===== src/rtl/fru_pkg.sv =====
// Shared types and default widths for the FRU trigger generator.
// Lane state encoding and mode bit layout are visible to firmware through TrigState/RegMode.
package fru_pkg;

    localparam int DEF_NUM_TRIGGERS = 2;
    localparam int DEF_SIGNAL_WIDTH = 8;
    localparam int DEF_CNT_WIDTH    = 8;
    localparam int DEF_WIN_WIDTH    = 16;

    typedef enum logic [1:0] {
        IDLE     = 2'd0,
        COUNTING = 2'd1,
        FIRED    = 2'd2
    } trig_state_e;

    // Field order matches RegMode: bit1 = sticky, bit0 = edge event.
    typedef struct packed {
        logic sticky;
        logic is_edge;
    } trig_mode_t;

endpackage


===== src/rtl/fru_trigger_unit.sv =====
// One trigger lane: masked compare, event counter, window timer and FSM.
// qin is registered and always equals (state == FIRED).
module fru_trigger_unit
    import fru_pkg::*;
#(
    parameter int SIGNAL_WIDTH = DEF_SIGNAL_WIDTH,
    parameter int CNT_WIDTH    = DEF_CNT_WIDTH,
    parameter int WIN_WIDTH    = DEF_WIN_WIDTH
) (
    input  logic                    clk,
    input  logic                    rst,
    input  logic [SIGNAL_WIDTH-1:0] signal,
    input  logic [SIGNAL_WIDTH-1:0] match_val,
    input  logic [SIGNAL_WIDTH-1:0] match_mask,
    input  logic [CNT_WIDTH-1:0]    threshold,
    input  logic [WIN_WIDTH-1:0]    window,
    input  logic [1:0]              mode,
    input  logic                    enable,
    input  logic                    clear,
    output logic                    qin,
    output logic [1:0]              state_dbg
);

    localparam logic [CNT_WIDTH-1:0] CNT_ONE = CNT_WIDTH'(1);
    localparam logic [WIN_WIDTH-1:0] WIN_ONE = WIN_WIDTH'(1);

    trig_state_e            state;
    logic [CNT_WIDTH-1:0]   count;
    logic [WIN_WIDTH-1:0]   timer;
    logic                   match_q;

    trig_mode_t             mode_s;
    logic                   match;
    logic                   evt;
    logic [CNT_WIDTH-1:0]   thr_eff;
    logic                   fire_hit;
    logic                   timeout;

    // NOTE: every signal written here gets a value on every path, so no latch is inferred.
    always_comb begin
        mode_s   = trig_mode_t'(mode);
        match    = ((signal ^ match_val) & match_mask) == '0;
        evt      = mode_s.is_edge ? (match & ~match_q) : match;
        thr_eff  = (threshold == '0) ? CNT_ONE : threshold;
        fire_hit = evt && ((count + CNT_ONE) == thr_eff);
        timeout  = (window != '0) && (timer == (window - WIN_ONE));
    end

    // NOTE: state registers use non-blocking assignments so all lanes update from pre-edge values.
    always_ff @(posedge clk) begin
        if (rst) begin
            state   <= IDLE;
            count   <= '0;
            timer   <= '0;
            match_q <= 1'b0;
            qin     <= 1'b0;
        end else begin
            match_q <= match;
            if (clear || !enable) begin
                state <= IDLE;
                count <= '0;
                timer <= '0;
                qin   <= 1'b0;
            end else begin
                case (state)
                    IDLE: begin
                        if (fire_hit) begin
                            state <= FIRED;
                            qin   <= 1'b1;
                        end else if (evt) begin
                            state <= COUNTING;
                            count <= CNT_ONE;
                            timer <= '0;
                        end
                    end
                    COUNTING: begin
                        // A firing event beats a timeout in the same cycle.
                        if (fire_hit) begin
                            state <= FIRED;
                            count <= '0;
                            timer <= '0;
                            qin   <= 1'b1;
                        end else if (timeout) begin
                            state <= IDLE;
                            count <= '0;
                            timer <= '0;
                        end else begin
                            if (evt) count <= count + CNT_ONE;
                            if (timer != '1) timer <= timer + WIN_ONE;
                        end
                    end
                    FIRED: begin
                        // Pulse mode spends this cycle re-arming; events here are dropped.
                        if (!mode_s.sticky) begin
                            state <= IDLE;
                            count <= '0;
                            timer <= '0;
                            qin   <= 1'b0;
                        end
                    end
                    default: begin
                        state <= IDLE;
                        count <= '0;
                        timer <= '0;
                        qin   <= 1'b0;
                    end
                endcase
            end
        end
    end

    assign state_dbg = state;

endmodule


===== src/rtl/fru_trigger_gen.sv =====
// Builds the Qin trigger vector for the FRU PLA from NUM_TRIGGERS independent lanes.
// All outputs come straight from lane registers.
module fru_trigger_gen
    import fru_pkg::*;
#(
    parameter int NUM_TRIGGERS = DEF_NUM_TRIGGERS,
    parameter int SIGNAL_WIDTH = DEF_SIGNAL_WIDTH,
    parameter int CNT_WIDTH    = DEF_CNT_WIDTH,
    parameter int WIN_WIDTH    = DEF_WIN_WIDTH
) (
    input  logic                                      clk,
    input  logic                                      rst,
    input  logic [NUM_TRIGGERS-1:0][SIGNAL_WIDTH-1:0] SignalIn,
    input  logic [NUM_TRIGGERS-1:0][SIGNAL_WIDTH-1:0] RegMatchVal,
    input  logic [NUM_TRIGGERS-1:0][SIGNAL_WIDTH-1:0] RegMatchMask,
    input  logic [NUM_TRIGGERS-1:0][CNT_WIDTH-1:0]    RegThreshold,
    input  logic [NUM_TRIGGERS-1:0][WIN_WIDTH-1:0]    RegWindow,
    input  logic [NUM_TRIGGERS-1:0][1:0]              RegMode,
    input  logic [NUM_TRIGGERS-1:0]                   RegEnable,
    input  logic [NUM_TRIGGERS-1:0]                   TrigClear,
    output logic [NUM_TRIGGERS-1:0]                   Qin,
    output logic [NUM_TRIGGERS-1:0][1:0]              TrigState
);

    for (genvar g = 0; g < NUM_TRIGGERS; g++) begin : g_lane
        fru_trigger_unit #(
            .SIGNAL_WIDTH (SIGNAL_WIDTH),
            .CNT_WIDTH    (CNT_WIDTH),
            .WIN_WIDTH    (WIN_WIDTH)
        ) u_unit (
            .clk        (clk),
            .rst        (rst),
            .signal     (SignalIn[g]),
            .match_val  (RegMatchVal[g]),
            .match_mask (RegMatchMask[g]),
            .threshold  (RegThreshold[g]),
            .window     (RegWindow[g]),
            .mode       (RegMode[g]),
            .enable     (RegEnable[g]),
            .clear      (TrigClear[g]),
            .qin        (Qin[g]),
            .state_dbg  (TrigState[g])
        );
    end

endmodule


===== config.mk =====
export PLATFORM = sky130hd
export DESIGN_NAME = fru_trigger_gen
export DESIGN_NICKNAME = d
export VERILOG_FILES = /design/src/rtl/fru_pkg.sv /design/src/rtl/fru_trigger_unit.sv /design/src/rtl/fru_trigger_gen.sv
export SDC_FILE = /design/constraint.sdc
export NUM_CORES = 1
export LEC_CHECK = 0
export CELL_PAD_IN_SITES_DETAIL_PLACEMENT = 0
export CELL_PAD_IN_SITES_GLOBAL_PLACEMENT = 1
export CORE_MARGIN = 5
export CORE_UTILIZATION = 35
export CTS_CLUSTER_DIAMETER = 150
export DETAILED_ROUTE_END_ITERATION = 7
export DONT_BUFFER_PORTS = 1
export PLACE_DENSITY = 0.6
export SETUP_SLACK_MARGIN = 0.1
export SYNTH_ARGS = -nofsm -noshare
export SYNTH_HDL_FRONTEND = slang
export SYNTH_SLANG_ARGS = --single-unit

===== constraint.sdc =====
create_clock -name clk -period 5.35 [get_ports clk]
set_input_delay 1.07 -clock clk [delete_from_list [all_inputs] [get_ports clk]]
set_output_delay 1.07 -clock clk [all_outputs]
set_load 0.03 [all_outputs]

# Word level (Yosys, flattened, before mapping)

Index checks and enable logic that the tools add are counted.

$add $sub $neg: 6
Equality and inequality tests: 26
Multiplexer cells: 50
Bitwise gates (word level): 8
Reduce and logical (&&, ||, !) cells: 28

Operators with widths:

| kind                                                   | number |
|---|---|
| two-way mux 16 bit                                     | 12 |
| two-way mux 8 bit                                      | 14 |
| one-hot mux 16 bit (3 select lines)                    | 2 |
| one-hot mux 8 bit (3 select lines)                     | 2 |
| adder 16 x 1 -> 16 bit (second input constant)         | 2 |
| == test 16 bit                                         | 2 |
| logical NOT 8 bit                                      | 4 |
| inequality test 16 bit (second input constant)         | 2 |
| nonzero test 16 bit                                    | 2 |
| subtractor 16 x 1 -> 16 bit (second input constant)    | 2 |
| two-way mux 2 bit                                      | 10 |
| adder 8 x 1 -> 8 bit (second input constant)           | 2 |
| AND 8 bit                                              | 2 |
| == test 8 bit                                          | 2 |
| inequality test 4 x 1 -> 1 bit (second input constant) | 4 |
| AND reduction 4 bit                                    | 4 |
| XOR 8 bit                                              | 2 |
| inequality test 3 x 1 -> 1 bit (second input constant) | 4 |
| one-hot mux 2 bit (3 select lines)                     | 2 |
| inequality test 2 x 1 -> 1 bit (second input constant) | 4 |
| inequality test 2 bit (second input constant)          | 4 |
| OR reduction 2 bit                                     | 4 |
| two-way mux 1 bit                                      | 6 |
| AND reduction 3 bit                                    | 2 |
| other kinds (10)                                       | 22 |

Bits in registers: 56
Input port bits: 106
Output and inout bits: 6

# Longest topological paths before layout

Gate-level depths: netlist (run 1).

Depth after elaboration: 9
Depth in mapped cells: 12
Depth with buffers taken out: 10

# Cells and area by module

Synthesis (run 1) repeated with hierarchy kept, for this count alone.

Cells, all modules: 634
Area, all modules: 4,958.5 µm²

Modules (own cells, without submodules):

| module                               | instances | cells each | area each (µm²) | sequential area each (µm²) |
|---|---|---|---|---|
| fru_trigger_unit at g_lane[1].u_unit | 1         | 321        | 2,524.9         | 560.5 |
| fru_trigger_unit at g_lane[0].u_unit | 1         | 313        | 2,433.6         | 560.5 |

# Worst setup path after synthesis (run 1)

OpenSTA, ideal clock, no wires.

Path kind: in2reg
Start point: in RegWindow[0] (netlist name)
End point: reg g_lane[0].u_unit.timer[11]
Setup time: 0.070 ns
Arrival time: 3.704 ns
Setup slack: 1.576 ns
Stages: 11
Cells stage by stage: inv_1 -> ha_1 -> nor4b_2 -> and2_4 -> or3_1 -> a221o_1 -> or4_4 -> nor3b_4 -> buf_6 -> or4_1 -> a21oi_1

Cells in the longest elaborated chain, start to end: 6
Elaborated cells between the ends (all ways): 9

Ends and longest elaborated chain:

| what                                | RTL line               | source |
|---|---|---|
| from (decl)                         | fru_trigger_gen.sv:17  | `input logic [NUM_TRIGGERS-1:0][WIN_WIDTH-1:0] RegWindow,` |
| subtractor 16 x 1 -> 16 bit         | fru_trigger_unit.sv:46 | `timeout = (window != '0) && (timer == (window - WIN_ONE));` |
| == test 16 bit                      | fru_trigger_unit.sv:46 |  |
| logical AND 1 bit (*)               | fru_trigger_unit.sv:46 |  |
| two-way mux 16 bit                  | fru_trigger_unit.sv:83 | `end else if (timeout) begin` |
| two-way mux 16 bit                  | fru_trigger_unit.sv:78 | `if (fire_hit) begin` |
| one-hot mux 16 bit (3 select lines) | fru_trigger_unit.sv:65 | `case (state)` |
| to (signal assigned)                | fru_trigger_unit.sv:89 | `if (timer != '1) timer <= timer + WIN_ONE;` |
| to (decl)                           | fru_trigger_unit.sv:29 | `logic [WIN_WIDTH-1:0] timer;` |

Every way passes the cells marked *; elsewhere a longest branch is shown, timed or not.
A chain may end at the register's enable or synchronous reset.

# Worst setup path after layout (run 1)

Start point: in RegWindow[16] (netlist name)
End point: reg g_lane[1].u_unit.count[7]

Cells in the longest elaborated chain, start to end: 6
Elaborated cells between the ends (all ways): 9

Ends and longest elaborated chain:

| what                               | RTL line               | source |
|---|---|---|
| subtractor 16 x 1 -> 16 bit        | fru_trigger_unit.sv:46 |  |
| == test 16 bit                     | fru_trigger_unit.sv:46 |  |
| logical AND 1 bit (*)              | fru_trigger_unit.sv:46 |  |
| two-way mux 8 bit                  | fru_trigger_unit.sv:83 |  |
| two-way mux 8 bit                  | fru_trigger_unit.sv:78 |  |
| one-hot mux 8 bit (3 select lines) | fru_trigger_unit.sv:65 |  |
| to (signal assigned)               | fru_trigger_unit.sv:88 | `if (evt) count <= count + CNT_ONE;` |
| to (decl)                          | fru_trigger_unit.sv:28 | `logic [CNT_WIDTH-1:0] count;` |

Marked as above.

==> results of run 1 <==
==> worst min-delay path by stage <==
stage	from	to	slack, ns	cells after the start
after floorplan	g_lane[0].u_unit.qin$_SDFFE_PP0P_	g_lane[0].u_unit.qin$_SDFFE_PP0P_	0.45	2
after global placement	g_lane[1].u_unit.count[1]$_SDFFE_PP0P_	g_lane[1].u_unit.count[1]$_SDFFE_PP0P_	0.49	2
after detailed placement	g_lane[0].u_unit.timer[12]$_SDFFE_PP0P_	g_lane[0].u_unit.timer[12]$_SDFFE_PP0P_	0.50	2
after CTS	g_lane[1].u_unit.timer[12]$_SDFFE_PP0P_	g_lane[1].u_unit.timer[12]$_SDFFE_PP0P_	0.51	2
after global routing	g_lane[1].u_unit.timer[14]$_SDFFE_PP0P_	g_lane[1].u_unit.timer[14]$_SDFFE_PP0P_	0.52	2
final	g_lane[1].u_unit.count[1]$_SDFFE_PP0P_	g_lane[1].u_unit.count[1]$_SDFFE_PP0P_	0.51	2
==> Yosys cell counts (3+ instances only) <==
cell type,number
sky130_fd_sc_hd__a21o_1,4
sky130_fd_sc_hd__a21oi_1,47
sky130_fd_sc_hd__a221o_1,7
sky130_fd_sc_hd__a22oi_1,9
sky130_fd_sc_hd__a31oi_1,5
sky130_fd_sc_hd__and2_1,5
sky130_fd_sc_hd__and3_1,11
sky130_fd_sc_hd__and4_1,8
sky130_fd_sc_hd__and4b_1,3
sky130_fd_sc_hd__buf_2,4
sky130_fd_sc_hd__buf_4,4
sky130_fd_sc_hd__buf_6,3
sky130_fd_sc_hd__clkbuf_1,17
sky130_fd_sc_hd__dfxtp_1,56
sky130_fd_sc_hd__ha_1,6
sky130_fd_sc_hd__inv_1,19
sky130_fd_sc_hd__mux2i_1,7
sky130_fd_sc_hd__nand2_1,21
sky130_fd_sc_hd__nand2b_1,5
sky130_fd_sc_hd__nand3_1,46
sky130_fd_sc_hd__nand3b_1,4
sky130_fd_sc_hd__nand4_1,19
sky130_fd_sc_hd__nor2_1,36
sky130_fd_sc_hd__nor2b_1,13
sky130_fd_sc_hd__nor3_1,14
sky130_fd_sc_hd__nor3b_1,5
sky130_fd_sc_hd__nor4_1,15
sky130_fd_sc_hd__o211ai_1,11
sky130_fd_sc_hd__o21ai_0,22
sky130_fd_sc_hd__o22ai_1,3
sky130_fd_sc_hd__o311ai_0,3
sky130_fd_sc_hd__o31ai_1,18
sky130_fd_sc_hd__o41ai_1,7
sky130_fd_sc_hd__or2_2,4
sky130_fd_sc_hd__or3_1,7
sky130_fd_sc_hd__or4_1,22
sky130_fd_sc_hd__or4b_1,9
sky130_fd_sc_hd__xnor2_1,27
sky130_fd_sc_hd__xor2_1,38
==> final cells by class <==
class	instances	share of cell area [%]
multi-input combinational	503	68.9
sequential	56	22.1
tap	180	4.43
clock buffer	6	2.54
inverter	19	1.40
timing repair buffer	4	0.591
clock inverter	1	0.0985
==> per-layer routing <==
layer	GRT usage, %	share of wire [%]	up-vias
met2	27.7	48	115
met3	3.60	5.8	17
met4	3.79	1.5	0
li1	-	-	2305
met1	20.1	45	2165
met5	0	0	-
==> state kept, by name, indices dropped and copies added, names as in the netlist <==
| name | cells |
|---|---|
| g_lane.u_unit.state_dbg | 4 |
| g_lane.u_unit.timer | 32 |
| g_lane.u_unit.qin | 2 |
| g_lane.u_unit.count | 16 |
| g_lane.u_unit.match_q | 2 |
==> cells by family (layout without fill, tap and decap cells) <==
group / count (synthesis) / after routing / share of synthesized area, %
AO/OA/AOI/OAI: 155 / 155 / 22.0
XOR/XNOR: 66 / 66 / 12.3
adder cells (fa/ha/maj): 6 / 6 / 1.55
buffers and inverters: 49 / 30 / 4.71
flip-flops: 56 / 56 / 23.2
multiplexers: 7 / 7 / 1.45
AND/OR/NAND/NOR: 269 / 269 / 34.9
==> critical path: stages <==
cell	delay [ns]
sky130_fd_sc_hd__nor4_1	0.81
sky130_fd_sc_hd__a31oi_1	0.22
sky130_fd_sc_hd__o21bai_1	0.21
sky130_fd_sc_hd__a31oi_1	0.43
sky130_fd_sc_hd__o41ai_4	0.17
sky130_fd_sc_hd__nor2_1	0.62
sky130_fd_sc_hd__and4b_1	0.46
sky130_fd_sc_hd__a221o_1	0.19
==> through the flow <==
step	total power, W	hold WS, ns	util [%]	setup slack [ns]
detailed placement	0.000543	0.502	36.1	1.12
CTS	0.000870	0.514	37.0	1.42
global route	0.000894	0.523	37.0	1.17
global placement	0.000541	0.487	36.1	1.17
finish	0.000856	0.514	37.0	1.39
floorplan	0.000523	0.455	-	1.58
==> placed cells by master (no fill, tap or decap), drive strengths merged, types with 6 or more instances in the layout <==
cell type,instances
clkbuf,6
or3,8
a22oi,9
o31ai,18
and2,7
o41ai,8
dfxtp,56
nor2,36
nor4,18
xnor2,27
nand4,19
nand3,46
ha,6
inv,19
or4,24
nor2b,13
a21oi,47
mux2i,7
and3,12
a221o,7
or4b,9
o211ai,11
and4,8
nand2,21
nor3,16
xor2,38
nor3b,6
o21ai,24
==> where the power goes <==
group	leakage, nW	internal, W	switching, W
Clock	0.0667	0.000171	0.000152
Combinational	1.06	0.0000492	0.0000648
Sequential	0.451	0.000418	0.00000156
Total	1.58	0.000638	0.000218
==> metrics.cfg, run 1 <==
[status]
run_status=finished clean

[flow_run]
cap_viol_max_count=0

[timing]
setup_viol=0
slew_headroom_pct=30.0
worst-slew-pin-transition_ns=1.05
final_hold_viol_count=0
slew_violations=0
period_needed_ns=3.96
rsz0062_at_grt=no
max_freq_mhz=253
total_negative_setup_slack_ns=0
clock_skew_ns=0.0107
fin_crit_sh_pct=74.0

[cts]
sinks_on_clock_net=56
cts_tree=built
postCtsSetupRepairBufs=0
cts_repair_resize_count=0
ctsHtreeMaxLevel=2
clock_path_buffers=2
cts_inserted_buffers=5
clk_latency_ns=0.30
clkTransAtPathRegs_ns=0.07
cts-root-buf=sky130_fd_sc_hd__clkbuf_16
cts_hold_buf=0

[yosys]
synthesis.nets=720
synth_area_leader_cell=sky130_fd_sc_hd__dfxtp_1
post-synth-top-area-fraction_pct=23.2
syn-cell-area_um2=4840
synth_enable_flop_cells=0
yosys.cell_types.count=77
yosys_warnings=0
synth-seq-cells=56
postSynthCellCount=608
synth_async_sr_flop_share_pct=0
netlist_top_cells_area=sky130_fd_sc_hd__dfxtp_1 23%, sky130_fd_sc_hd__xor2_1 6.9%, sky130_fd_sc_hd__xnor2_1 4.9%
synth_sequential_area_ratio_pct=23.2
avgSynthCellArea_um2=7.96
synth-main-ff-cell=sky130_fd_sc_hd__dfxtp_1

[critical_path]
endpoint_kind=flop
reg2reg_depth=9
worstPathArrival_ns=4.19
setup.worst_path.end=g_lane[1].u_unit.count[7]$_SDFFE_PP0P_
r2r_end=g_lane[1].u_unit.count[7]$_SDFFE_PP0P_
r2r_setup_slack_ns=1.77
crit-reg2reg-launch=g_lane[1].u_unit.count[0]$_SDFFE_PP0P_
worstSetupStartpointType=input port
crit_start=RegWindow[16]
cp_data_required_time_ns=5.58
timing.critical_path.fanout_max=13
worst_setup_path_category=in2reg

[routing]
detail_route.first_pass.iterations=4
postRouteAntennaNets=0
drcViolationCount=0
detail_route.iter0.violations=216
route.detailed.wl_per_inst_um=17.4
routed_via_density=5.98
finalWirelength_mm=13.4
via_count=4602

[place]
detailed_place.area_um2=4950
place.detailed.instances=762
io_buffers=0
finalWeightedCongestion=0.836
dp_hpwl_mm=10.5

[global_routing]
globalRouteOverflowTotal=0
antenna_found_initial=0
via_count_of_the_first_global_routing_pass=4449
grt_util_all_layers_pct=16.0
global_route_wire_length_before_repair_mm=21.8
grt_max_degree=31

[pwr]
power_per_cell_area_nw_per_um2=168
vdd.ir_drop.worst_v=0.000115
leakagePower_nw=1.58

[cells_and_area]
multiInputGateArea_um2=3500
net_count_of_the_finished_layout=701
fillers=1417
antenna_cells=0
area.sequential_um2=1120
postLayoutCellArea_um2=5080
final-instance-count-excl-fill=769
area_growth_from_synthesis_to_layout_pct=5.07
layout-drive-gt1-share_pct=5.60

[hold_path]
type_of_the_tightest_min_delay_check=reg2reg

[die]
dieWidth_um=128
design.portCount=112
initial_cell_density_of_the_core_pct=35.3
die_height_um=128
num_rows=43
fp.dieArea_um2=16300
fp.coreArea_um2=13700

(Power assumes the default switching activity.)
==> run 2, diff against run 1 <==
PLACE_DENSITY = 0.62   (was 0.6)
clock period = 3.5 ns   (was 5.35 ns; I/O delays follow)
==> run 2 against run 1 <==
Sequential power is 53% higher. Utilization is 1.3 points higher. Hold slack worse by 0.048 ns. Highest routed layer unchanged.
==> metrics.cfg, run 2 (synthesized netlist as in run 1, its figures left out) <==
[status]
run_status=finished clean

[global_routing]
globalRouteOverflowTotal=0
grt_util_met3_pct=3.43
global_route_met2_utilization_pct=27.8
global_route_wire_length_before_repair_mm=22.2
grt_max_degree=31
grt_util_all_layers_pct=16.4
antenna_found_initial=0
via_count_of_the_first_global_routing_pass=4534
busiest_layer=met2
global_route.usage.met1_pct=21.3

[flow_run]
cap_viol_max_count=0

[critical_path]
timing.critical_path.fanout_max=29
r2r_setup_slack_ns=0.42
crit-reg2reg-launch=g_lane[1].u_unit.count[0]$_SDFFE_PP0P_
endpoint_kind=flop
worstPathArrival_ns=3.40
cp_data_required_time_ns=3.73
reg2reg_depth=10
worst_setup_path_category=in2reg
worstSetupStartpointType=input port
r2r_end=g_lane[1].u_unit.count[4]$_SDFFE_PP0P_

[cts]
sinks_on_clock_net=56
clock_path_buffers=2
postCtsSetupRepairBufs=0
cts-root-buf=sky130_fd_sc_hd__clkbuf_16
clk_latency_ns=0.30
clkTransAtPathRegs_ns=0.07
cts_inserted_buffers=5
cts_hold_buf=0
ctsHtreeMaxLevel=2
cts_tree=built
cts_repair_resize_count=0

[cells_and_area]
final-instance-count-excl-fill=789
fillers=1473
net_count_of_the_finished_layout=720
area.sequential_um2=1120
multiInputGateArea_um2=3500
mostFrequentLayoutCells=56 x sky130_fd_sc_hd__dfxtp_1, 47 x sky130_fd_sc_hd__a21oi_1, 46 x sky130_fd_sc_hd__nand3_1
area_growth_from_synthesis_to_layout_pct=8.64
antenna_cells=0
layout-drive-gt1-share_pct=9.03
top_register_by_number_of_flip_flops=g_lane.u_unit.timer
final_common_cell=sky130_fd_sc_hd__dfxtp_1
largest_register_ff_count=32

[place]
detailedPlace.worstSlack_ns=0.0214
finalWeightedCongestion=0.839
place.detailed.instances=781
dp_hpwl_mm=10.8
io_buffers=0

[routing]
detail_route.first_pass.iterations=5
finalWirelength_mm=13.7
postRouteAntennaNets=0
routed_via_density=6.01
drcViolationCount=0
detail_route.iter0.violations=248
route.detailed.wl_per_inst_um=17.4
via_count=4744

[timing]
setup_viol=0
fin_worst_hold_slack_ns=0.466
fin_crit_sh_pct=90.7
max_freq_mhz=315
layout_setup_ws_ns=0.325
total_negative_setup_slack_ns=0
final_hold_viol_count=0
slew_headroom_pct=34.4
rsz0062_at_grt=no
clock_skew_ns=0.00647
period_needed_ns=3.17
worst-slew-pin-transition_ns=0.982
slew_violations=0

[pwr]
power_frac_clock_pct=38.7
p_switching_w=0.000346
power.internal_w=0.00101
switching_share_pct=25.5
leakagePower_nw=1.69
power.combinational.fraction_pct=14.0
vdd.ir_drop.worst_v=0.000180
power_per_cell_area_nw_per_um2=258
power.share.sequential_pct=47.3

[die]
design.portCount=112
num_rows=43
fp.dieArea_um2=16300
die_height_um=128
fp.coreArea_um2=13700
dieWidth_um=128
initial_cell_density_of_the_core_pct=35.3

[hold_path]
holdPathEnd=g_lane[0].u_unit.match_q$_SDFF_PP0_
type_of_the_tightest_min_delay_check=in2reg
min_from=rst
min_delay_path_depth=1

==> run 2: final cells by class <==
cell class | count | share of cell area [%]
Clock buffer | 6 | 2.64
Clock inverter | 2 | 0.190
Inverter | 19 | 1.36
Timing Repair Buffer | 23 | 3.52
Tap cell | 180 | 4.29
Multi-Input combinational cell | 503 | 66.7
Sequential cell | 56 | 21.3
==> run 2: power groups by stage <==
| stage | clock (W) | combinational (W) | sequential, W |
|---|---|---|---|
| after detailed placement | 0 | 0.000190 | 0.000656 |
| after global routing | 0.000567 | 0.000211 | 0.000641 |
| after CTS | 0.000545 | 0.000191 | 0.000640 |
| after global placement | 0 | 0.000186 | 0.000656 |
| after floorplan | 0 | 0.000145 | 0.000655 |
| final | 0.000524 | 0.000190 | 0.000640 |
==> run 2: worst max-delay path: stages <==
cell and delay [ns]:
sky130_fd_sc_hd__inv_1 0.02, sky130_fd_sc_hd__ha_2 0.21, sky130_fd_sc_hd__nor4b_2 0.17, sky130_fd_sc_hd__and2_4 0.15, sky130_fd_sc_hd__or3_1 0.36, sky130_fd_sc_hd__a221o_1 0.31, sky130_fd_sc_hd__or4_4 0.56, sky130_fd_sc_hd__nor3b_4 0.26
sky130_fd_sc_hd__or4_1 0.50, sky130_fd_sc_hd__a21oi_1 0.16
==> run 2: metrics by stage <==
| stage | instance area (µm²) | utilization (%) | power [W] |
|---|---|---|---|
| after floorplan | 4840 | - | 0.000800 |
| after global placement | 5110 | 37.2 | 0.000841 |
| after detailed placement | 5110 | 37.2 | 0.000845 |
| after CTS | 5260 | 38.3 | 0.00138 |
| after global routing | 5260 | 38.3 | 0.00142 |
| final | 5260 | 38.3 | 0.00135 |
==> run 2: worst max-delay path by stage <==
stage                                      startpoint                                      end  slack [ns]  cells past startpoint
6_report                                 RegWindow[0]  g_lane[0].u_unit.timer[14]$_SDFFE_PP0P_        0.33                     10
5_1_grt        g_lane[1].u_unit.count[0]$_SDFFE_PP0P_   g_lane[1].u_unit.count[4]$_SDFFE_PP0P_        0.17                     10
4_1_cts                                  RegWindow[0]  g_lane[0].u_unit.timer[14]$_SDFFE_PP0P_        0.33                     10
3_5_place_dp                             RegWindow[0]  g_lane[0].u_unit.timer[14]$_SDFFE_PP0P_        0.02                     10
3_3_place_gp                             RegWindow[0]  g_lane[0].u_unit.timer[15]$_SDFFE_PP0P_        0.09                     10
2_1_floorplan                            RegWindow[0]   g_lane[0].u_unit.timer[9]$_SDFFE_PP0P_        0.14                     11
==> run 2: per-layer routing <==
metal	vias to the layer above	part of all wire, %
li1	2353	-
met1	2241	45
met2	134	47
met3	16	6.3
met4	0	1.5
met5	-	0
==> run 3, diff against run 2 <==
--- a/config.mk
+++ b/config.mk
@@ -6,6 +6,4 @@
 export NUM_CORES = 1
 export LEC_CHECK = 0
-export CELL_PAD_IN_SITES_DETAIL_PLACEMENT = 0
-export CELL_PAD_IN_SITES_GLOBAL_PLACEMENT = 1
 export CORE_MARGIN = 5
 export CORE_UTILIZATION = 35
@@ -13,5 +11,6 @@
 export DETAILED_ROUTE_END_ITERATION = 7
 export DONT_BUFFER_PORTS = 1
-export PLACE_DENSITY = 0.62
+export PLACE_DENSITY = 0.48
+export RECOVER_POWER = 100
 export SETUP_SLACK_MARGIN = 0.1
 export SYNTH_ARGS = -nofsm -noshare
==> constraint.sdc (replaced) <==
create_clock -name clk -period 3.5 [get_ports clk]
set_input_delay 0.525 -clock clk [delete_from_list [all_inputs] [get_ports clk]]
set_output_delay 0.525 -clock clk [all_outputs]
set_load 0.03 [all_outputs]
==> run 3 against run 2 <==
Clock-buffer cell count stayed put. Combinational power is 3% lower. Cell area is 2.0% lower. Worst setup slack lost 0.019 ns. First-iteration DRC count increased by 1.2%. Flip-flop and latch count did not move. Sequential power hardly changed. Clock power grew 9.7%. Clock skew shrank 0.0016 ns. Wire length fell by 4.1%. Largest cell class unchanged. Largest power group unchanged.
==> metrics.cfg, run 3 (synthesized netlist as in run 1, its figures left out) <==
[critical_path]
crit-reg2reg-launch=g_lane[1].u_unit.count[0]$_SDFFE_PP0P_
max_stage_delay_ns=0.51
worstPathArrival_ns=3.37
crit_start=RegWindow[16]
critical_path.cell_chain=inv_1 > ha_1 > or3b_2 > nor3_1 > mux2i_1 > nand4_1 > o41ai_2 > nor2_1 > and4b_1 > a221o_1
worst_setup_path_category=in2reg
endpoint_kind=flop
cp_data_required_time_ns=3.68
crit_family=simple AND/OR/NAND/NOR gates
reg2reg_depth=11
critical_path.n_buffers_inverters=1
timing.critical_path.fanout_max=13
cell_with_the_biggest_individual_delay_on_the_critical_path=sky130_fd_sc_hd__o41ai_2
critical_path_depth_in_cells=10
worstSetupStartpointType=input port

[cts]
clock_path_buffers=2
postCtsSetupRepairBufs=0
clk_latency_ns=0.29
clkTransAtPathRegs_ns=0.07
cts_tree=built
sinks_on_clock_net=56
cts_inserted_buffers=5
ctsHtreeMaxLevel=2
cts-root-buf=sky130_fd_sc_hd__clkbuf_16

[routing]
detail_route.iter0.violations=251
detail_route.first_pass.iterations=4
routed_via_density=5.95
via_count=4638
finalWirelength_mm=13.2
postRouteAntennaNets=0
drcViolationCount=0
route.detailed.wl_per_inst_um=16.9

[timing]
period_needed_ns=3.19
total_negative_setup_slack_ns=0
slew_violations=0
setup_viol=0
layout_setup_ws_ns=0.306
slew_headroom_pct=22.4
final_hold_viol_count=0
rsz0062_at_grt=no
fin_crit_sh_pct=91.3
worst-slew-pin-transition_ns=1.16
max_freq_mhz=313
fin_worst_hold_slack_ns=0.294
clock_skew_ns=0.00484

[cells_and_area]
layout-drive-gt1-share_pct=6.83
mostFrequentLayoutCells=56 x sky130_fd_sc_hd__dfxtp_1, 47 x sky130_fd_sc_hd__a21oi_1, 46 x sky130_fd_sc_hd__nand3_1
antenna_cells=0
final-instance-count-excl-fill=780
largest_register_ff_count=32
net_count_of_the_finished_layout=711
top_register_by_number_of_flip_flops=g_lane.u_unit.timer
area_growth_from_synthesis_to_layout_pct=6.47
fin_util_pct=37.5
final_common_cell=sky130_fd_sc_hd__dfxtp_1

[pwr]
power_per_cell_area_nw_per_um2=272
leakagePower_nw=1.63
power_frac_clock_pct=41.1
power.internal_w=0.00106
vdd.ir_drop.worst_v=0.000209
power.share.sequential_pct=45.8
power.combinational.fraction_pct=13.2
switching_share_pct=24.4
p_switching_w=0.000342

[global_routing]
grt_util_all_layers_pct=16.1
globalRouteOverflowTotal=0
global_route_wire_length_before_repair_mm=22.1
via_count_of_the_first_global_routing_pass=4624
grt_max_degree=31
antenna_found_initial=0

[place]
dp_hpwl_mm=10.5
detailedPlace.worstSlack_ns=0.0380
finalWeightedCongestion=0.803
io_buffers=0
place.detailed.instances=772

[status]
run_status=finished clean

[die]
fp.dieArea_um2=16300
initial_cell_density_of_the_core_pct=35.3
design.portCount=112
num_rows=43
dieWidth_um=128
die_height_um=128
fp.coreArea_um2=13700

[hold_path]
type_of_the_tightest_min_delay_check=in2reg
min_from=rst
min_delay_path_depth=1

[flow_run]
cap_viol_max_count=0

==> run 3: cell types whose count changed in the layout (fill, tap and decap cells not counted), moves of 2 or more <==
cell,change
sky130_fd_sc_hd__buf_4,-12
sky130_fd_sc_hd__clkbuf_1,+3
sky130_fd_sc_hd__a2111oi_2,+2
sky130_fd_sc_hd__clkbuf_2,+2
==> run 3: repair_timing <==
| item | 4_1_cts | 5_1_grt |
|---|---|---|
| setup endpoints to repair | 0 | 10 |
| hold buffers | 0 | 0 |
| gates resized for setup | 0 | 1 |
==> run 3: per-stage QoR <==
stage / instance area [µm²] / total power [W]
2_1_floorplan: 4840 / 0.000800
3_3_place_gp: 5040 / 0.000837
3_5_place_dp: 5040 / 0.000840
4_1_cts: 5200 / 0.00143
5_1_grt: 5150 / 0.00147
6_report: 5150 / 0.00140
==> run 3: cell type report <==
type | count | area, µm²
Clock buffer | 6 | 129
Multi-Input combinational cell | 503 | 3480
Sequential cell | 56 | 1120
Clock inverter | 2 | 35.0
Fill cell | 1442 | 8570
Inverter | 19 | 71.3
Timing Repair Buffer | 14 | 92.6
Tap cell | 180 | 225
==> run 3: power by group through the flow <==
| stage | Sequential [W] | Combinational (W) | Clock [W] |
|---|---|---|---|
| final | 0.000640 | 0.000184 | 0.000575 |
| after global placement | 0.000655 | 0.000182 | 0 |
| after CTS | 0.000640 | 0.000185 | 0.000601 |
| after global routing | 0.000641 | 0.000206 | 0.000627 |
| after detailed placement | 0.000656 | 0.000185 | 0 |
| after floorplan | 0.000655 | 0.000144 | 0 |
==> run 3: layer usage <==
| metal | track usage (%) | routed length, µm | up-vias |
|---|---|---|---|
| met2 | 27.3 | 6240 | 106 |
| met5 | 0 | 0 | - |
| met1 | 20.8 | 6040 | 2192 |
| met3 | 3.51 | 678 | 16 |
| li1 | - | - | 2324 |
| met4 | 3.91 | 223 | 0 |
==> run 3: worst paths after layout <==
| kind | to | slack, ns |
|---|---|---|
| worst min register to register | g_lane[1].u_unit.timer[12]$_SDFFE_PP0P_ | 0.50 |
| worst max-delay path | g_lane[1].u_unit.count[7]$_SDFFE_PP0P_ | 0.31 |
| worst min-delay path | g_lane[1].u_unit.match_q$_SDFF_PP0_ | 0.29 |
| worst max register to register | g_lane[1].u_unit.timer[5]$_SDFFE_PP0P_ | 0.34 |
